## src/rtl/cache_arbiter_if.sv

```systemverilog
// -----------------------------------------------------------------------------
// cache_arbiter_if
// Bundle of every request/response signal between the two caches, the
// arbiter and the physical-memory port.
//
//   I-cache side : icache_read, icache_address   -> arbiter
//                  icache_rdata, icache_resp     <- arbiter
//   D-cache side : dcache_read, dcache_write,
//                  dcache_address, dcache_wdata  -> arbiter
//                  dcache_rdata, dcache_resp     <- arbiter
//   Memory side  : pmem_read, pmem_write,
//                  pmem_address, pmem_wdata      <- arbiter
//                  pmem_rdata, pmem_resp         -> arbiter
//
// Modports:
//   slave  - the arbiter's view (cache requests and memory replies in)
//   master - the environment's view (drives the caches and the memory)
// -----------------------------------------------------------------------------
interface cache_arbiter_if #(
    parameter int LINE_W = 256,
    parameter int ADDR_W = 32
);
    // I-cache
    logic              icache_read;
    logic [ADDR_W-1:0] icache_address;
    logic [LINE_W-1:0] icache_rdata;
    logic              icache_resp;
    // D-cache
    logic              dcache_read;
    logic              dcache_write;
    logic [ADDR_W-1:0] dcache_address;
    logic [LINE_W-1:0] dcache_wdata;
    logic [LINE_W-1:0] dcache_rdata;
    logic              dcache_resp;
    // Physical memory
    logic              pmem_read;
    logic              pmem_write;
    logic [ADDR_W-1:0] pmem_address;
    logic [LINE_W-1:0] pmem_wdata;
    logic [LINE_W-1:0] pmem_rdata;
    logic              pmem_resp;

    modport slave (
        input  icache_read, icache_address,
        output icache_rdata, icache_resp,
        input  dcache_read, dcache_write, dcache_address, dcache_wdata,
        output dcache_rdata, dcache_resp,
        output pmem_read, pmem_write, pmem_address, pmem_wdata,
        input  pmem_rdata, pmem_resp
    );

    modport master (
        output icache_read, icache_address,
        input  icache_rdata, icache_resp,
        output dcache_read, dcache_write, dcache_address, dcache_wdata,
        input  dcache_rdata, dcache_resp,
        input  pmem_read, pmem_write, pmem_address, pmem_wdata,
        output pmem_rdata, pmem_resp
    );
endinterface

```

## src/rtl/cache_arbiter.sv

```systemverilog
// -----------------------------------------------------------------------------
// cache_arbiter
// Round-robin arbiter granting the single physical-memory port to either the
// I-cache or the D-cache. A grant latches address, write data and operation
// into holding registers which drive memory until pmem_resp; the response and
// line are then handed to the winning cache only, in the same cycle.
//
// Ports:
//   clk     - sole clock, all state on posedge
//   rst     - synchronous active-high reset
//   io_arb  - cache_arbiter_if.slave carrying both cache ports and the
//             memory port
// -----------------------------------------------------------------------------
module cache_arbiter #(
    parameter int LINE_W = 256,
    parameter int ADDR_W = 32
) (
    input  logic                   clk,
    input  logic                   rst,
    cache_arbiter_if.slave         io_arb
);

    typedef enum logic [1:0] {
        ST_IDLE   = 2'd0,
        ST_I_BUSY = 2'd1,
        ST_D_BUSY = 2'd2
    } state_t;

    state_t            r_state;
    state_t            w_state_nxt;
    logic              r_last_d;     // 1 when the D-cache was granted last
    logic              r_op_write;   // latched operation: 1 = write-back
    logic [ADDR_W-1:0] r_addr;
    logic [LINE_W-1:0] r_wdata;

    logic              w_d_req;
    logic              w_grant_i;
    logic              w_grant_d;
    logic              w_busy;

    // A D-cache write or read both count as a request; write wins an illegal
    // read+write combination when the op is latched below.
    assign w_d_req = io_arb.dcache_read | io_arb.dcache_write;
    assign w_busy  = (r_state != ST_IDLE);

    // Next-state and grant decode; cache inputs only matter in IDLE.
    always_comb begin
        w_state_nxt = r_state;
        w_grant_i   = 1'b0;
        w_grant_d   = 1'b0;
        case (r_state)
            ST_IDLE: begin
                // On contention the side not served last wins.
                if (w_d_req && (!io_arb.icache_read || !r_last_d)) begin
                    w_grant_d   = 1'b1;
                    w_state_nxt = ST_D_BUSY;
                end else if (io_arb.icache_read) begin
                    w_grant_i   = 1'b1;
                    w_state_nxt = ST_I_BUSY;
                end else begin
                    w_state_nxt = ST_IDLE;
                end
            end
            ST_I_BUSY: begin
                if (io_arb.pmem_resp) begin
                    w_state_nxt = ST_IDLE;
                end else begin
                    w_state_nxt = ST_I_BUSY;
                end
            end
            ST_D_BUSY: begin
                if (io_arb.pmem_resp) begin
                    w_state_nxt = ST_IDLE;
                end else begin
                    w_state_nxt = ST_D_BUSY;
                end
            end
            default: begin
                w_state_nxt = ST_IDLE;
            end
        endcase
    end

    // State register; reset aborts any transaction in flight.
    always_ff @(posedge clk) begin
        if (rst) begin
            r_state <= ST_IDLE;
        end else begin
            r_state <= w_state_nxt;
        end
    end

    // Holding registers and round-robin pointer, loaded only on a grant.
    always_ff @(posedge clk) begin
        if (rst) begin
            r_last_d   <= 1'b0;
            r_op_write <= 1'b0;
            r_addr     <= '0;
            r_wdata    <= '0;
        end else if (w_grant_d) begin
            r_last_d   <= 1'b1;
            r_op_write <= io_arb.dcache_write;
            r_addr     <= io_arb.dcache_address;
            r_wdata    <= io_arb.dcache_wdata;
        end else if (w_grant_i) begin
            r_last_d   <= 1'b0;
            r_op_write <= 1'b0;
            r_addr     <= io_arb.icache_address;
            r_wdata    <= '0;
        end else begin
            r_last_d   <= r_last_d;
            r_op_write <= r_op_write;
            r_addr     <= r_addr;
            r_wdata    <= r_wdata;
        end
    end

    // Memory side: strobes are a pure decode of registered state, so they
    // rise the cycle after the grant and drop the cycle after pmem_resp.
    assign io_arb.pmem_read    = w_busy & ~r_op_write;
    assign io_arb.pmem_write   = w_busy &  r_op_write;
    assign io_arb.pmem_address = r_addr;
    assign io_arb.pmem_wdata   = r_wdata;

    // Cache side: the line is broadcast, the resp pulse qualifies it and is
    // passed through combinationally to the owner only. A pmem_resp seen in
    // IDLE matches neither BUSY state and is therefore dropped.
    assign io_arb.icache_rdata = io_arb.pmem_rdata;
    assign io_arb.dcache_rdata = io_arb.pmem_rdata;
    assign io_arb.icache_resp  = (r_state == ST_I_BUSY) & io_arb.pmem_resp;
    assign io_arb.dcache_resp  = (r_state == ST_D_BUSY) & io_arb.pmem_resp;

endmodule

```

## src/flat_wrapper.sv

```systemverilog
// flat-port wrapper written by rule: the top's interface ports become plain ports
module cache_arbiter_flat 
#(
    parameter int LINE_W = 256,
    parameter int ADDR_W = 32
)
  (clk, rst, io_arb_icache_read, io_arb_icache_address, io_arb_icache_rdata, io_arb_icache_resp, io_arb_dcache_read, io_arb_dcache_write, io_arb_dcache_address, io_arb_dcache_wdata, io_arb_dcache_rdata, io_arb_dcache_resp, io_arb_pmem_read, io_arb_pmem_write, io_arb_pmem_address, io_arb_pmem_wdata, io_arb_pmem_rdata, io_arb_pmem_resp);
  cache_arbiter_if #(.LINE_W(LINE_W), .ADDR_W(ADDR_W)) io_arb_i ();
  input  logic clk;
  input  logic rst;
  input wire logic [$bits(io_arb_i.icache_read)-1:0] io_arb_icache_read;
  input wire logic [$bits(io_arb_i.icache_address)-1:0] io_arb_icache_address;
  output wire logic [$bits(io_arb_i.icache_rdata)-1:0] io_arb_icache_rdata;
  output wire logic [$bits(io_arb_i.icache_resp)-1:0] io_arb_icache_resp;
  input wire logic [$bits(io_arb_i.dcache_read)-1:0] io_arb_dcache_read;
  input wire logic [$bits(io_arb_i.dcache_write)-1:0] io_arb_dcache_write;
  input wire logic [$bits(io_arb_i.dcache_address)-1:0] io_arb_dcache_address;
  input wire logic [$bits(io_arb_i.dcache_wdata)-1:0] io_arb_dcache_wdata;
  output wire logic [$bits(io_arb_i.dcache_rdata)-1:0] io_arb_dcache_rdata;
  output wire logic [$bits(io_arb_i.dcache_resp)-1:0] io_arb_dcache_resp;
  output wire logic [$bits(io_arb_i.pmem_read)-1:0] io_arb_pmem_read;
  output wire logic [$bits(io_arb_i.pmem_write)-1:0] io_arb_pmem_write;
  output wire logic [$bits(io_arb_i.pmem_address)-1:0] io_arb_pmem_address;
  output wire logic [$bits(io_arb_i.pmem_wdata)-1:0] io_arb_pmem_wdata;
  input wire logic [$bits(io_arb_i.pmem_rdata)-1:0] io_arb_pmem_rdata;
  input wire logic [$bits(io_arb_i.pmem_resp)-1:0] io_arb_pmem_resp;
  assign io_arb_i.icache_read = io_arb_icache_read;
  assign io_arb_i.icache_address = io_arb_icache_address;
  assign io_arb_icache_rdata = io_arb_i.icache_rdata;
  assign io_arb_icache_resp = io_arb_i.icache_resp;
  assign io_arb_i.dcache_read = io_arb_dcache_read;
  assign io_arb_i.dcache_write = io_arb_dcache_write;
  assign io_arb_i.dcache_address = io_arb_dcache_address;
  assign io_arb_i.dcache_wdata = io_arb_dcache_wdata;
  assign io_arb_dcache_rdata = io_arb_i.dcache_rdata;
  assign io_arb_dcache_resp = io_arb_i.dcache_resp;
  assign io_arb_pmem_read = io_arb_i.pmem_read;
  assign io_arb_pmem_write = io_arb_i.pmem_write;
  assign io_arb_pmem_address = io_arb_i.pmem_address;
  assign io_arb_pmem_wdata = io_arb_i.pmem_wdata;
  assign io_arb_i.pmem_rdata = io_arb_pmem_rdata;
  assign io_arb_i.pmem_resp = io_arb_pmem_resp;
  cache_arbiter #(.LINE_W(LINE_W), .ADDR_W(ADDR_W)) u_core (.clk(clk), .rst(rst), .io_arb(io_arb_i));
endmodule
```

## config.mk

```make
export PLATFORM = sky130hd
export DESIGN_NAME = cache_arbiter_flat
export DESIGN_NICKNAME = d
export VERILOG_FILES = /design/src/rtl/cache_arbiter_if.sv /design/src/rtl/cache_arbiter.sv /design/src/flat_wrapper.sv
export SDC_FILE = /design/constraint.sdc
export NUM_CORES = 1
export LEC_CHECK = 0
export CAP_MARGIN = 10
export CELL_PAD_IN_SITES_DETAIL_PLACEMENT = 1
export CELL_PAD_IN_SITES_GLOBAL_PLACEMENT = 1
export CORE_AREA = 2 2 539 541
export DETAILED_ROUTE_END_ITERATION = 10
export DIE_AREA = 0 0 541 543
export DONT_BUFFER_PORTS = 1
export GPL_TIMING_DRIVEN = 0
export PLACE_DENSITY_LB_ADDON = 0.1
export SETUP_SLACK_MARGIN = 0.2
export SLEW_MARGIN = 20
export SYNTH_ARGS = -nofsm -noshare
export SYNTH_HDL_FRONTEND = slang
export SYNTH_SLANG_ARGS = --single-unit
```

## constraint.sdc

```tcl
create_clock -name clk -period 2 [get_ports clk]
set_clock_uncertainty 0.15 [all_clocks]
set_input_delay 0.5 -clock clk [delete_from_list [all_inputs] [get_ports clk]]
set_output_delay 0.5 -clock clk [all_outputs]
set_load 0.02 [all_outputs]
```

* Word-level counts from Yosys, hierarchy flattened
Index checks and enable logic that the tools add are counted.
** Word-level totals
- Register bits after elaboration :: 292
- Bits in latches :: 0
- Input bits :: 582
- Memories kept :: 0
- ROM bits :: 0
- Word-level logic and storage cells :: 37
- Output and inout bits :: 804
- Bits in writable memories :: 0
** Cells by class
- Bitwise logic cells :: 6
- Reduce and logical (&&, ||, !) cells :: 7
- Multiplexer cells :: 17
- Add/sub/neg operators :: 0
- Eq/ne operators :: 2
- Magnitude comparators :: 0
- Multipliers :: 0
- Shifts and indexed selects :: 0
- Divide/modulo/power cells :: 0
** Operators by type and width (number)
- $mux W256 :: 2
- $mux W32 :: 2
- $mux W1 :: 10
- $pmux W2 S3 :: 1
- $and A1 B1 Y1 :: 4
- $mux W2 :: 2
- $reduce_bool A2 Y1 :: 2
- $eq A2 B1 Y1 const B :: 1
- $eq A2 B2 Y1 const B :: 1
- $logic_not A1 Y1 :: 2
- $logic_not A2 Y1 :: 1
- $logic_and A1 B1 Y1 :: 1
- $logic_or A1 B1 Y1 :: 1
- $not A1 Y1 :: 1
- $or A1 B1 Y1 :: 1

* Longest topological paths before layout
Gate-level depths: netlist of the first run.
- Word-level depth :: 7
- Mapped depth :: 7
- Mapped depth without buffers :: 3

* Least setup slack after synthesis of the first run
Ideal clock, no wire load.
- Path type :: reg-to-output
- Start point :: register u_core.r_state[0]
- End point :: output io_arb_pmem_write
- Arrival time :: 1215 ps
- Path slack :: 135 ps
- Data required time :: 1350 ps
- Cell stages (with the launch flop) :: 6
- Cell sequence :: dfxtp_1 -> buf_6 -> or2_1 -> buf_4 -> clkbuf_1 -> and2_1
** On the way
- Longest elaborated chain between the ends :: 2
** Ends and longest elaborated chain
- start: declaration :: RTL line cache_arbiter.sv:29 : state_t r_state;
- start signal: assignment :: RTL line cache_arbiter.sv:89 : r_state <= w_state_nxt;
- $reduce_bool A2 Y1 :: RTL line cache_arbiter.sv:44 : assign w_busy = (r_state != ST_IDLE);
- $and A1 B1 Y1 :: RTL line cache_arbiter.sv:121 : assign io_arb.pmem_write = w_busy & r_op_write;
- end: declaration :: RTL line flat_wrapper.sv:22 : output wire logic [$bits(io_arb_i.pmem_write)-1:0] io_arb_pmem_write;
Every way passes these cells.

* Worst setup path after layout of the first run
Same ends and word-level chain as after synthesis.

==> key figures, run 1 <==
Yosys
  – Post-synthesis register bit count: 292
  – Avg Cell Area, Syn: 8.062 um^2
  – Mapped Area: 15200 um^2
  – Post-synth cell types: 23
  – Syn nets: 2468
  – Sequential fraction of the synthesis area: 38.45%
  – Cells after Synth: 1886
  – Synth warnings: 0

Detailed routing
  – Post-DR vias/cell: 2.515
  – DRT Pass-1 Iters: 4
  – Post-Route WL: 137700 um
  – Vias: 15480
  – Antenna viol nets, final: 0
  – Routed WL per cell: between 20 and 25 um
  – Drt drc: 0
  – Initial DRC count: about 380

Worst setup path
  – CP Capture Type: output port
  – Delay of the slowest cell on the worst path: 0.30 ns
  – Delay-heaviest family, CP: simple AND/OR/NAND/NOR gates
  – Slowest cell on crit path: dfxtp_1
  – WP buf/inv: 3
  – Critical Path RT: 1.35 ns
  – Crit-path cells: buf_6 > or2_4 > buf_12 > clkbuf_16 > and2_4
  – Worst Setup Start Kind: register
  – Setup CP Type: register to output port
  – CP max FO: 4
  – CP arrival: between 1.5 and 2 ns

Pwr
  – Pwr dens: 848.9 nW/um^2
  – VDD IR-drop max: around 0.60 mV
  – Static leakage: 9.645 nW
  – Power, Total: 23.58 mW

Die
  – Die Wd: 541 um
  – Starting Density: 5.290%
  – FP Rows: between 150 and 200
  – Die height: 543 um
  – I/O pins: 1386
  – Die ar.: 293800 um^2
  – Core area: ~290000 um^2

Timing
  – RSZ-0062 raised after global routing: yes
  – Worst slew margin: 38.74%
  – Min cycle time layout: about 2.5 ns
  – Pins over their slew limit: 0
  – FMAX: approximately 0.41 GHz
  – Final setup viols: 89
  – Final period util: 123.4%
  – Slew @ Worst Pin: 0.9188 ns
  – Fin. Hold Viols: 0
  – Setup WS post-layout: -0.4671 ns

Placement
  – Dpl cell area: 19980 um^2
  – Final HPWL DP: 113600 um
  – Final Wtd Congestion: 0.7875
  – Cell total after placement: 5669
  – Place WS: -1.142 ns
  – Port Buffers: 0

Layout
  – Area Overhead vs Synth: 82.67%
  – Finished Layout Cells: about 6200
  – Share of layout cells above drive strength 1: 47.68%
  – Most common cell after layout, fill and taps aside: buf_4
  – Final instance area: 27770 um^2
  – Highest-count cells in the layout ignoring fill and taps: 542 x buf_4, 324 x dlygate4sd3_1, 211 x a21oi_1
  – NumNets Final: 2893
  – Final Util: 9.664%

Run
  – MaxCap Viol Count: 0

Clocking
  – Clk root buf: clkbuf_16
  – Clk_lat worst skew: 0.66 ns
  – CTS tree: built
  – Bufs on Longest Clock Path: 3
  – Clock sink count: 292
  – CTS H-tree lvls: 2
  – TritonCTS Buffers: 50
  – Clk slew on worst S/H paths: ~0.060 ns

Min path
  – Hold Crit Class: input pin to register

Outcome
  – Status: finished, violations left
  – Violated checks: setup timing

GRT
  – First-pass GRT wire length: 171300 um
  – Largest net degree at the start of global routing: 14
  – Vias in the first global route: between 15000 and 20000
  – Grt ovf: 0
  – Initial antenna violation count: 53
  – Total GRT Usage: 8.730%
worst reg2reg max path: stages, from the launching register on:
cell     delay [ns]
dfxtp_1        0.32
buf_6          0.11
or2_4          0.13
buf_2          0.40
buf_6          0.37
buf_6          0.26
o21ai_1        0.09
a21oi_1        0.14
registers in the layout (all words and copies together) (netlist names):
name                        count
u_core.io_arb.pmem_wdata      256
u_core.io_arb.pmem_address     32
u_core.r_state                  2
u_core.r_op_write               1
u_core.r_last_d                 1
path summary, 6_finish.rpt:
kind	startpoint	to	slack [ns]	cells after the start
min	io_arb_dcache_write	u_core.io_arb.pmem_address[0]$_SDFFE_PP0P_	0.13	3
max reg2reg	u_core.r_state[0]$_SDFF_PP0_	u_core.io_arb.pmem_wdata[108]$_SDFFE_PP0P_	-0.07	7
max	u_core.r_state[0]$_SDFF_PP0_	io_arb_pmem_write	-0.47	5
min reg2reg	u_core.io_arb.pmem_wdata[114]$_SDFFE_PP0P_	u_core.io_arb.pmem_wdata[114]$_SDFFE_PP0P_	0.39	2
what timing repair did:
action / 4_1_cts / 5_1_grt
pin swaps: 5 / 58
resized for setup: 146 / 640
endpoints found under the hold margin: 291 / 0
cloned: 0 / 11
hold buffers: 324 / 0
buffers inserted: 19 / 18
endpoints found under the setup margin: 584 / 583
area by class of cell:
| class | instances | area [um^2] |
|---|---|---|
| fillers | 33870 | 259600 |
| flip-flops and latches | 292 | 6521 |
| multi-input cells | 919 | 5700 |
| plain buffers | 674 | 5141 |
| well taps | 3781 | 4731 |
| repair buffers | 374 | 4003 |
| clock buffers | 76 | 1460 |
| clock inverters | 14 | 150.1 |
| diodes | 27 | 67.56 |
cells in the mapped netlist, drive strengths merged:
cell / count / area (um^2)
a21oi: 260 / 1301
a2bb2oi: 1 / 15.01
a311oi: 32 / 280.3
and2: 1 / 6.260
and3b: 2 / 17.52
buf: 605 / 4402
clkbuf: 70 / 262.8
dfxtp: 292 / 5846
nand2: 66 / 247.7
nand3: 257 / 1286
nor2: 3 / 18.77
nor3: 33 / 170.2
nor3b: 1 / 18.77
o21ai: 258 / 1291
o2bb2ai: 1 / 8.760
or2: 1 / 6.260
or3b: 3 / 26.28
metal layers:
metal | track usage (%) | share of wire (%)
met5 | 0 | 0.060
met2 | 14.61 | 47
met3 | 4.376 | 13
met4 | 2.865 | 3.1
met1 | 9.520 | 37
stage by stage:
step / hold slack [ns] / setup TNS (ns)
4_1_cts: 0.1011 / -22.35
6_report: 0.1332 / -3.082
3_5_place_dp: 0.3615 / -171.71
5_1_grt: 0.1291 / -23.47
2_1_floorplan: 0.3131 / 0
3_3_place_gp: 0.3579 / -211.02
power by group:
group	internal [mW]	leakage (nW)	switching [mW]
Sequential	6.46	2.53	1.66
Clock	5.27	0.783	3.72
Combinational	2.75	6.33	3.72
Total	14.5	9.64	9.10
cell families after synthesis:
group | Yosys count | share of synthesized area (%)
AO/OA/AOI/OAI | 552 | 19.05
buffers and inverters | 675 | 30.68
flip-flops | 292 | 38.45
AND/OR/NAND/NOR | 367 | 11.83
No activity file was read; power rests on OpenSTA's default activity.
==> inputs of run 2 (changes only) <==
--- a/config.mk
+++ b/config.mk
@@ -14,6 +14,7 @@
 export DONT_BUFFER_PORTS = 1
 export GPL_TIMING_DRIVEN = 0
 export PLACE_DENSITY_LB_ADDON = 0.1
+export RECOVER_POWER = 25
 export SETUP_SLACK_MARGIN = 0.2
 export SLEW_MARGIN = 20
 export SYNTH_ARGS = -nofsm -noshare
==> constraint.sdc (replaced) <==
create_clock -name clk -period 2.7 [get_ports clk]
set_clock_uncertainty 0.15 [all_clocks]
set_input_delay 0.675 -clock clk [delete_from_list [all_inputs] [get_ports clk]]
set_output_delay 0.675 -clock clk [all_outputs]
set_load 0.02 [all_outputs]
==> key figures, run 2 (synthesis results as in run 1) <==
Timing
  – Final setup viols: 0 (-100%)
  – Fin. Hold Viols: 0 (unchanged)
  – Final period util: 94.60%
  – Fin Setup TNS: 0 ns (+3.082 ns)
  – Min cycle time layout: 2.554 ns
  – Setup WS post-layout: 0.1458 ns (+0.6129 ns)
  – FMAX: 0.3915 GHz
  – Worst slew margin: 40.77% (+2.0 points)
  – RSZ-0062 raised after global routing: yes
  – Slew @ Worst Pin: 0.8885 ns (-0.03039 ns)
  – Pins over their slew limit: 0 (unchanged)

Die
  – Starting Density: 5.290% (unchanged)
  – I/O pins: 1386 (unchanged)
  – Die Wd: 541 um (unchanged)
  – Die ar.: 293800 um^2 (unchanged)
  – Core area: 287400 um^2 (unchanged)
  – FP Rows: 197 (unchanged)
  – Die height: 543 um (unchanged)

Detailed routing
  – Post-DR vias/cell: 2.491 (-0.95%)
  – Post-Route WL: 141900 um (+3.1%)
  – Initial DRC count: 375 (unchanged)
  – DRT Pass-1 Iters: 4 (unchanged)
  – Routed WL per cell: 23.32 um (+4.3%)
  – Drt drc: 0 (unchanged)
  – Vias: 15150 (-2.1%)
  – Antenna viol nets, final: 0 (unchanged)

Placement
  – Place WS: -0.8218 ns (+0.3205 ns)
  – Dpl cell area: 20010 um^2 (+0.13%)
  – Port Buffers: 0 (unchanged)
  – Final Wtd Congestion: 0.7563 (-4.0%)
  – Final HPWL DP: 120200 um (+5.8%)

Clocking
  – TritonCTS Buffers: 52 (+4.0%)
  – Clk slew on worst S/H paths: 0.06 ns (about the same)
  – Clk root buf: clkbuf_16
  – Clock sink count: 292 (unchanged)
  – CTS H-tree lvls: 2 (unchanged)
  – Clk_lat worst skew: 0.67 ns (about the same)
  – CTS tree: built
  – Bufs on Longest Clock Path: 3 (unchanged)

GRT
  – Initial antenna violation count: 78 (+47%)
  – Total GRT Usage: 9.145% (+0.42 points)
  – First-pass GRT wire length: 176800 um (+3.2%)
  – Grt ovf: 0 (unchanged)
  – Largest net degree at the start of global routing: 20 (+6)
  – Vias in the first global route: 15970 (-2.1%)

Pwr
  – Comb power frac: 22.7% (-4.8 points)
  – Sequential share of power: 36.4% (+1.9 points)
  – Static leakage: 7.613 nW (-21%)
  – Sw frac: 40.44% (+1.9 points)
  – VDD IR-drop max: 0.3995 mV (-33%)
  – Clock power frac: 40.9% (+2.8 points)
  – Pwr dens: 697.5 nW/um^2 (-18%)
  – Switching power: 6.664 mW (-27%)
  – Internal power: 9.816 mW (-32%)

Min path
  – Hold Crit Class: input pin to register
  – Hold Path Stages: 2 (-1)

Layout
  – Filler Cell Count: 34210 (+1.0%)
  – NumNets Final: 2810 (-2.9%)
  – Area Overhead vs Synth: 55.41%
  – Share of layout cells above drive strength 1: 19.93% (-28 points)
  – Most common cell after layout, fill and taps aside: clkbuf_1
  – Highest-count cells in the layout ignoring fill and taps: 350 x clkbuf_1, 283 x dfxtp_1, 276 x dlygate4sd3_1
  – Final instance area: 23630 um^2 (-15%)
  – Largest register FFs: 256 (unchanged)

Worst setup path
  – Delay of the slowest cell on the worst path: 0.32 ns (+0.02 ns)
  – CP max FO: 4 (unchanged)
  – Setup CP Type: register to output port
  – Worst Setup Start Kind: register
  – Cells on worst reg2reg path: 7 (unchanged)
  – Critical Path RT: 1.88 ns (+0.53 ns)
  – Reg2reg setup slack: 0.42 ns (+0.49 ns)
  – CP Capture Type: output port
  – Slowest cell on crit path: dfxtp_2
  – CP arrival: 1.73 ns (-0.09 ns)
  – Crit-path cells: buf_6 > nor2_4 > buf_12 > buf_12 > buf_8 > nor2_4

Outcome
  – Status: completed

Run
  – MaxCap Viol Count: 0 (unchanged)
-- run 2: changes by cell type in the layout (fill, tap and decap cells not counted), sizes merged --
cell,delta
buf,-314
clkinv,+10
bufinv,-1
diode,+8
dlygate4sd3,-48
clkbuf,+272
-- run 2: path summary, 6_finish.rpt --
| kind | start | to |
|---|---|---|
| min reg2reg | u_core.r_last_d$_SDFFE_PP0P_ | u_core.r_last_d$_SDFFE_PP0P_ |
| min | io_arb_dcache_wdata[52] | u_core.io_arb.pmem_wdata[52]$_SDFFE_PP0P_ |
| max reg2reg | u_core.r_state[1]$_SDFF_PP0_ | u_core.io_arb.pmem_wdata[77]$_SDFFE_PP0P_ |
| max | u_core.r_state[1]$_SDFF_PP0_ | io_arb_pmem_read |
-- run 2: per-layer routing --
layer,up-vias,share of wire [%],global-route usage [%]
li1,6743,-,-
met2,967,49,15.99
met3,173,12,4.374
met4,10,2.9,2.605
met5,-,0.042,0
met1,7260,36,9.699
-- run 2: worst max-delay path: cells and delay by family (launching register included) --
kind | cells | cell delay, ns
flops | 1 | 0.32
buf+inv | 4 | 0.46
simple gates | 2 | 0.27
-- run 2: power groups by stage --
stage,clock (mW),combinational [mW],sequential [mW]
3_5_place_dp,0,3.57,6.19
5_1_grt,7.33,4.10,6.15
4_1_cts,7.23,4.09,6.11
2_1_floorplan,0,2.42,5.56
6_report,6.74,3.74,6.00
3_3_place_gp,0,3.59,6.22
-- run 2: what timing repair did --
item,in CTS,in global routing
hold buffers,276,0
endpoints found under the setup margin,46,5
gates resized for setup,29,5
endpoints found under the hold margin,276,0
pin swaps,2,1
buffers inserted,8,2
-- run 2: metrics by stage --
stage,hold slack (ns),total power [mW],instances,utilization (%)
floorplan,0.3083,7.978,1886,-
global placement,0.3627,9.810,5667,6.936
detailed placement,0.3634,9.764,5670,6.962
CTS,0.00003714,17.43,6047,8.539
global route,0.02508,17.58,6068,8.208
finish,0.08564,16.48,6084,8.222
-- run 2: layout make-up --
class	count	area [um^2]	area share (%)
antenna	35	87.58	0.3707
multi-input combinational	919	4726	20.00
buffer	674	3692	15.63
tap	3781	4731	20.02
clock buffer	71	1433	6.063
sequential	292	5857	24.79
timing repair buffer	289	2918	12.35
clock inverter	23	185.2	0.7837
==> inputs of run 3 (changes only) <==
--- a/config.mk
+++ b/config.mk
@@ -8,9 +8,9 @@
 export CAP_MARGIN = 10
 export CELL_PAD_IN_SITES_DETAIL_PLACEMENT = 1
 export CELL_PAD_IN_SITES_GLOBAL_PLACEMENT = 1
-export CORE_AREA = 2 2 539 541
+export CORE_AREA = 2 2 534 536
 export DETAILED_ROUTE_END_ITERATION = 10
-export DIE_AREA = 0 0 541 543
+export DIE_AREA = 0 0 536 538
 export DONT_BUFFER_PORTS = 1
 export GPL_TIMING_DRIVEN = 0
 export PLACE_DENSITY_LB_ADDON = 0.1
==> constraint.sdc (replaced) <==
create_clock -name clk -period 2.6 [get_ports clk]
set_clock_uncertainty 0.15 [all_clocks]
set_input_delay 0.65 -clock clk [delete_from_list [all_inputs] [get_ports clk]]
set_output_delay 0.65 -clock clk [all_outputs]
set_load 0.02 [all_outputs]
==> key figures, run 3 (synthesis results as in run 1) <==
Outcome
  – Status: finished, violations left
  – Violated checks: setup timing

Timing
  – Worst slew margin: 41.91% (+1.1 points)
  – Final setup viols: 1 (+1)
  – RSZ-0062 raised after global routing: yes
  – Fin. Hold Viols: 0 (unchanged)
  – Slew @ Worst Pin: 0.8714 ns (-0.01707 ns)
  – Hold WS: 0.1148 ns (+0.02919 ns)
  – Min cycle time layout: between 2 and 3 ns
  – FMAX: 0.3814 GHz
  – Setup WS post-layout: -0.02182 ns (-0.1676 ns)
  – Final period util: 100.8%
  – Pins over their slew limit: 0 (unchanged)

Placement
  – Port Buffers: 0 (unchanged)
  – Final Wtd Congestion: 0.7729 (+2.2%)
  – Final HPWL DP: 126100 um (+4.9%)

Die
  – Die ar.: 288400 um^2 (-1.8%)
  – Die height: 538 um (-0.92%)
  – FP Rows: 196 (-0.51%)
  – Die Wd: 536 um (-0.92%)
  – I/O pins: 1386 (unchanged)
  – Starting Density: 5.368% (+0.078 points)
  – Core area: 283200 um^2 (-1.4%)

Clocking
  – CTS H-tree lvls: 2 (unchanged)
  – TritonCTS Buffers: 50 (-3.8%)
  – Clk slew on worst S/H paths: 0.06 ns (about the same)
  – Clk_lat worst skew: 0.67 ns (about the same)
  – CTS tree: built
  – Bufs on Longest Clock Path: 3 (unchanged)
  – Clk root buf: clkbuf_16
  – Clock sink count: 292 (unchanged)

GRT
  – Initial antenna violation count: 82 (+5.1%)
  – Vias in the first global route: 16020 (+0.29%)
  – First-pass GRT wire length: 183500 um (+3.8%)
  – Total GRT Usage: 9.780% (+0.64 points)
  – Largest net degree at the start of global routing: 15 (-25%)
  – Grt ovf: 0 (unchanged)

Worst setup path
  – Setup CP Type: register to output port
  – CP Capture Type: output port
  – Critical Path RT: 1.80 ns (-0.08 ns)
  – Worst Setup Start Kind: register
  – CP arrival: 1.82 ns (+0.09 ns)
  – CP max FO: 3 (-1)

Run
  – MaxCap Viol Count: 0 (unchanged)

Layout
  – Share of layout cells above drive strength 1: 20.32% (+0.39 points)
  – NumNets Final: 2824 (+0.50%)
  – Most common cell after layout, fill and taps aside: clkbuf_1
  – Highest-count cells in the layout ignoring fill and taps: 341 x clkbuf_1, 288 x dlygate4sd3_1, 279 x dfxtp_1
  – Filler Cell Count: 33880 (-0.96%)
  – Largest register FFs: 256 (unchanged)
  – Final Util: 8.393% (+0.17 points)
  – Area Overhead vs Synth: 56.36%

Detailed routing
  – Initial DRC count: 501 (+34%)
  – Routed WL per cell: 24.59 um (+5.4%)
  – Post-DR vias/cell: 2.522 (+1.3%)
  – Vias: 15310 (+1.1%)
  – Post-Route WL: 149300 um (+5.2%)
  – Antenna viol nets, final: 0 (unchanged)
  – DRT Pass-1 Iters: 4 (unchanged)
  – Drt drc: 0 (unchanged)

Pwr
  – Pwr dens: 728.1 nW/um^2 (+4.4%)
  – VDD IR-drop max: 0.4778 mV (+20%)
  – Power, Total: 17.31 mW (+5.0%)
  – Static leakage: 7.704 nW (+1.2%)

Min path
  – Hold Crit Class: input pin to register
run 3: cell types whose count changed in the layout (fill, tap and decap cells not counted), moves of 4 or more:
cell / change
dlygate4sd3_1: +12
clkbuf_2: +11
clkbuf_1: -9
clkinv_2: -7
dfxtp_1: -4
dfxtp_2: +4
diode_2: -4
run 3: layer usage:
metal  vias up  GRT usage (%)  share of wire (%)
li1       6747              -                  -
met1      7347          9.908                 35
met2      1022          16.96                 48
met3       187          5.599                 13
met4        10          2.875                3.1
met5         -              0              0.044
run 3: path summary, 6_finish.rpt:
kind | from | endpoint | slack [ns] | cells past startpoint
worst max register to register | u_core.r_state[1]$_SDFF_PP0_ | u_core.io_arb.pmem_address[1]$_SDFFE_PP0P_ | 0.27 | 7
worst min register to register | u_core.r_last_d$_SDFFE_PP0P_ | u_core.r_last_d$_SDFFE_PP0P_ | 0.38 | 2
worst max-delay path | u_core.r_state[1]$_SDFF_PP0_ | io_arb_pmem_write | -0.02 | 5
worst min-delay path | io_arb_dcache_address[30] | u_core.io_arb.pmem_address[30]$_SDFFE_PP0P_ | 0.11 | 2
run 3: area by class of cell:
cell class	instances	area, um^2	share of cell area, %
antenna	31	77.57	0.3263
multi-input combinational	919	4721	19.86
clock buffer	72	1384	5.821
sequential	292	5862	24.66
buffer	675	3747	15.76
tap	3762	4707	19.80
timing repair buffer	304	3035	12.77
clock inverter	17	240.2	1.010
run 3: what timing repair did:
action | CTS | global route
endpoints found under the hold margin | 289 | 0
pin swaps | 3 | 2
buffers inserted | 13 | 2
hold buffers | 288 | 0
gates resized for setup | 49 | 19
setup endpoints to repair | 218 | 44
run 3: power by group:
group	switching [mW]	internal (mW)
Clock	2.95	4.09
Combinational	2.63	1.34
Sequential	1.37	4.94
Total	6.94	10.4
run 3: stage by stage:
stage                     cells  cell area (um^2)  setup TNS, ns  setup slack (ns)
final                      6072             23770       -0.02182          -0.02182
after global routing       6059             23740        -0.1568           -0.1138
after CTS                  6039             24680        -0.2391           -0.1491
after detailed placement   5649             19940         -40.69           -0.3670
after global placement     5648             19910         -97.22           -0.9458
after floorplan            1886             15200              0            0.5847
run 3: critical path: stages (launching register included):
cell and delay (ns):
dfxtp_2 0.31, buf_6 0.11, or2_4 0.25, buf_12 0.14, clkbuf_16 0.15, and2_4 0.17
==> edit 1 (config.mk and constraints of run 3) <==
Reset style: asynchronous (`rst`), changed in 2 clocked blocks. Comments in the files are not updated.
--- a/src/rtl/cache_arbiter.sv
+++ b/src/rtl/cache_arbiter.sv
@@ -83,5 +83,5 @@
 
     // State register; reset aborts any transaction in flight.
-    always_ff @(posedge clk) begin
+    always_ff @(posedge clk or posedge rst) begin
         if (rst) begin
             r_state <= ST_IDLE;
@@ -92,5 +92,5 @@
 
     // Holding registers and round-robin pointer, loaded only on a grant.
-    always_ff @(posedge clk) begin
+    always_ff @(posedge clk or posedge rst) begin
         if (rst) begin
             r_last_d   <= 1'b0;
Check against the original RTL: not equivalent (Yosys sat finds a counterexample within 4 cycles, from zero or initial values and one cycle with rst high; the reset may be asserted at any time).
==> edit 1 against run 3 <==
Count of clock-buffer cells in the layout increased by 3. Setup slack improved by 0.29 ns. Wire length decreased by 40%. Sequential cell count unchanged. Power increased by 48%. Final area increased by 1.9%. Synthesized area decreased by 3.1%. Critical path type unchanged. Critical path depth decreased by 3. Utilization increased by 0.16 points. Highest routed layer unchanged.
==> edit 1: results (changes against run 3) <==
Outcome
The run finished with clean final reports.

Synth
The async set or reset register ratio after synthesis is 100% (+100 points). The part of the Yosys area used for sequential elements was 49.6% (+11 points). The mux share of post-synthesis cell area was 5.71% (+5.7 points). The net count after synthesis is 1791 (-27%).

The synthesized-area fraction occupied by ao, oa, aoi and oai cells is 15.5% (-3.6 points). In the post-synthesis netlist, the biggest area contributors are dfrtp_1 50%, buf_4 26%, a22o_1 15%. By count the netlist is led by 515 x buf_4, 292 x dfrtp_1, 257 x a22o_1. The main flop type after synthesis is dfrtp_1.

Layout
The net total in the final layout is 2191 (-22%).

Power and ir drop
The power in sequential cells is 11.2 mW (+77%). The net switching component of the power was 11.6 mW (+67%). The clock group share of total power came to 26.8% (-14 points).

Global route
The maximum number of pins on one net before global-route repair is 34 (+19). The met2 global-route usage is 10.8% (-6.2 points). The met1 demand-to-capacity share in global routing is 4.80% (-5.1 points).

The initial antenna violation count is 39 (-52%).

Placement
The total cell area at the placement stage is 0.0198 mm² (-0.67%). The number of cells in the design after placement is 4987 (-12%). The post-placement setup slack came to -0.530 ns (-0.163 ns).

The post-detailed-placement half-perimeter wirelength is 74.9 mm (-41%).

Route
The number of DRC violations after detailed-routing iteration 0 is 299 (-40%). The mean number of vias per cell was 2.02 (-20%). The post-detailed-route wirelength per cell is 16.4 µm (-33%). The sum of routed wire length over all layers is 89.4 mm (-40%).

Clock network
The number of buffers inserted by post-CTS setup repair was 5 (-8). The number of buffers added to fix hold violations after cts was 326 (+13%).

Setup path
The maximum net fanout on the critical path is 7 (+4). The arrival time reported for the critical path endpoint was 1.53 ns (-0.29 ns).
[edit 1: final timing paths]
check                                                end  slack (ns)  cells past startpoint
setup reg to reg           u_core.io_arb.pmem_address[2]        0.33                      6
hold reg to reg                        u_core.r_op_write        0.44                      1
max in group asynchronous   u_core.io_arb.pmem_wdata[25]        0.31                      6
min in group asynchronous  u_core.io_arb.pmem_wdata[203]        0.37                      2
hold / removal                         u_core.r_state[1]        0.19                      3
setup / recovery                      io_arb_dcache_resp        0.27                      2
[edit 1: final cells by class]
type                    instances  area (µm²)
multi-input cells             338        3260
repair buffers                350        3630
diodes                         28        70.1
clock buffers                  75        1420
inverters                       2        8.76
well taps                    3762        4710
plain buffers                 577        3610
fillers                     33365      259000
clock inverters                14         201
flip-flops and latches        292        7310
[edit 1: through the flow]
step	total power [mW]	hold WS, ns	util, %
after floorplan	15.0	0.331	-
after global placement	18.7	0.362	6.86
after detailed placement	18.7	0.370	6.99
after CTS	26.8	0.0579	8.75
after global routing	27.4	0.137	8.54
final	25.6	0.193	8.55
==> edit 2 (config.mk and constraints of run 3) <==
Without the edit above. `LINE_W` is set to 256 in 3 places; all go to 248.
--- a/src/rtl/cache_arbiter_if.sv
+++ b/src/rtl/cache_arbiter_if.sv
@@ -18,5 +18,5 @@
 // -----------------------------------------------------------------------------
 interface cache_arbiter_if #(
-    parameter int LINE_W = 256,
+    parameter int LINE_W = 248,
     parameter int ADDR_W = 32
 );
--- a/src/rtl/cache_arbiter.sv
+++ b/src/rtl/cache_arbiter.sv
@@ -13,5 +13,5 @@
 // -----------------------------------------------------------------------------
 module cache_arbiter #(
-    parameter int LINE_W = 256,
+    parameter int LINE_W = 248,
     parameter int ADDR_W = 32
 ) (
--- a/src/flat_wrapper.sv
+++ b/src/flat_wrapper.sv
@@ -2,5 +2,5 @@
 module cache_arbiter_flat 
 #(
-    parameter int LINE_W = 256,
+    parameter int LINE_W = 248,
     parameter int ADDR_W = 32
 )
Ports: changed (5 resized); port bits go from 1386 to 1346. The function was not compared with the original's and may differ.
==> edit 2 against run 3 <==
The run still ends with negative setup slack left. Global-route usage shrank 0.78 points. Wire length fell by 8.1%. Final area fell by 2.3%. Power is 1.7% lower. Synthesized area fell by 3.4%. Synthesized cell count shrank 2.8%. Sequential share of layout area shrank 0.16 points. Setup slack worse by 0.065 ns. Highest routed layer unchanged. Sequential cell count down 8. Combinational power down 5.3%.
==> edit 2: results (changes against run 3) <==
Timing
The final setup violation count is 1 (unchanged). The worst slew margin relative to its limit is 33.8% (-8.1 points). The worst setup margin is -0.0863 ns (-0.0645 ns). The final-layout setup total negative slack came to -0.0863 ns (-0.0645 ns). The worst hold slack was 0.0632 ns (-0.0516 ns).

Setup path
The arrival time reported for the critical path endpoint was 1.89 ns (+0.07 ns). The maximum net fanout on the critical path is 4 (+1). The largest single stage delay on the critical path is 0.32 ns. The slack of the worst reg-to-reg path is 0.36 ns (+0.09 ns). The critical path's slowest cell is dfxtp_2. The reg-to-reg endpoint is u_core.io_arb.pmem_wdata[107].

Power and ir drop
The peak ir drop on the vdd network came to 0.445 mV (-6.9%). The static power due to leakage is 7.38 nW (-4.1%). The net switching share of the total power is 39.8% (-0.36 points).

Route
The met1 wire length was 50.0 mm (-4.9%). The mean number of vias per cell is 2.43 (-3.5%). The wire length on met3 is 17.1 mm (-15%). The post-detailed-route wirelength per cell is 22.9 µm (-7.0%). The met2 layer wire length in the routed design is 66.9 mm (-6.9%).

The number of DRC violations after detailed-routing iteration 0 is 401 (-20%). The routed via count is 14605 (-4.6%).

Placement
The post-detailed-placement half-perimeter wirelength is 115 mm (-8.7%). The total cell area at the placement stage is 0.0194 mm² (-2.5%). The post-placement setup slack is -0.834 ns (-0.467 ns). The placer congestion estimate came to 0.732 (-5.3%).

The number of cells in the design after placement came to 5597 (-0.92%).

Synth
The number of warning messages in the yosys log was 0 (unchanged). The number of distinct library cells after synthesis is 26 (+13%). The commonest cells after synthesis are 501 x buf_4, 284 x dfxtp_1, 252 x a21oi_1. The mux share of post-synthesis cell area is 0% (unchanged).

The part of the Yosys area used for sequential elements came to 38.7% (+0.25 points). The net count after synthesis is 2400 (-2.8%). By area the synthesized netlist is led by dfxtp_1 39%, buf_4 26%, a21oi_1 8.6%. The synthesized-area fraction occupied by ao, oa, aoi and oai cells is 19.3% (+0.24 points). The synthesized area per cell is 8.01 µm² (-0.63%).

Global route
The met2 global-route usage is 15.8% (-1.2 points). The maximum number of pins on one net before global-route repair came to 16 (+1). The total routing resource utilization after global routing is 9.00% (-0.78 points). The global-route wire length before repair came to 171 mm (-6.6%). The met1 demand-to-capacity share in global routing is 9.47% (-0.44 points). The met3 usage in global routing is 4.71% (-0.89 points). The initial antenna violation count came to 54 (-34%).

Outcome
The final reports fail on negative setup slack. The run finished, with violations left.

Min path
The worst hold path cell count is 2 (unchanged). The worst hold path begins at io_arb_dcache_wdata[195]. The worst hold path terminates at u_core.io_arb.pmem_wdata[195].

Layout
The layout overhead on the synthesized area is 58.2%. The number of fillers in the final layout is 33893 (+0.030%). The net total in the final layout is 2741 (-2.9%). The number of flip-flops in the largest register is 248 (-3.1%). The share of layout cells above drive strength 1 came to 18.8% (-1.5 points).

Clock network
The clock latency on the worst-skew pair came to 0.70 ns (+0.03 ns). The number of buffers inserted during clock tree synthesis came to 49 (-2.0%). The H-tree depth came to 2 (unchanged).

The CTS root buffer is clkbuf_16. After clock tree synthesis, the clock-pin slew on the worst setup and hold paths is 0.05 ns.
[edit 2: layout make-up]
| cell class | count | area share [%] |
|---|---|---|
| sequential | 284 | 24.5 |
| tap | 3762 | 20.3 |
| multi-input combinational | 895 | 20.0 |
| buffer | 655 | 15.3 |
| timing repair buffer | 290 | 12.4 |
| clock buffer | 73 | 6.14 |
| clock inverter | 19 | 1.20 |
| antenna | 25 | 0.269 |
[edit 2: power groups by stage]
stage                     Clock, mW  Combinational [mW]  Sequential, mW
after floorplan                   0                2.36            5.61
final                          7.20                3.76            6.05
after global placement            0                3.60            6.25
after detailed placement          0                3.57            6.23
after global routing           7.79                4.16            6.19
after CTS                      7.68                4.12            6.14
[edit 2: worst max-delay path by stage]
stage / start / slack, ns / end / depth (start not counted)
floorplan: u_core.r_state[0] / 0.54 / io_arb_pmem_write / 5
detailed placement: u_core.r_state[0] / -0.83 / u_core.io_arb.pmem_wdata[142] / 6
finish: u_core.r_state[0] / -0.09 / io_arb_pmem_write / 5
CTS: u_core.r_state[1] / -0.21 / io_arb_pmem_write / 5
global placement: rst / -1.38 / u_core.io_arb.pmem_wdata[127] / 4
global route: u_core.r_state[0] / -0.18 / io_arb_pmem_write / 5
[edit 2: kinds of logic (layout without fill, tap and decap cells)]
| family | count (synthesis) | after routing |
|---|---|---|
| simple gates | 359 | 359 |
| other cells | 0 | 25 |
| compound gates | 536 | 536 |
| buf+inv | 655 | 1037 |
| flops | 284 | 284 |
[edit 2: worst max-delay path: cells and delay by family (launching register included)]
family,cells,cell delay (ns)
and+or+nand+nor,2,0.47
DFF,1,0.32
buffers and inverters,3,0.38
[edit 2: timing repair]
action,in CTS,in global routing
hold endpoints to repair,275,0
hold buffers,275,0
resized for setup,48,29
endpoints found under the setup margin,231,130
pin swaps,3,3
setup buffers,10,4
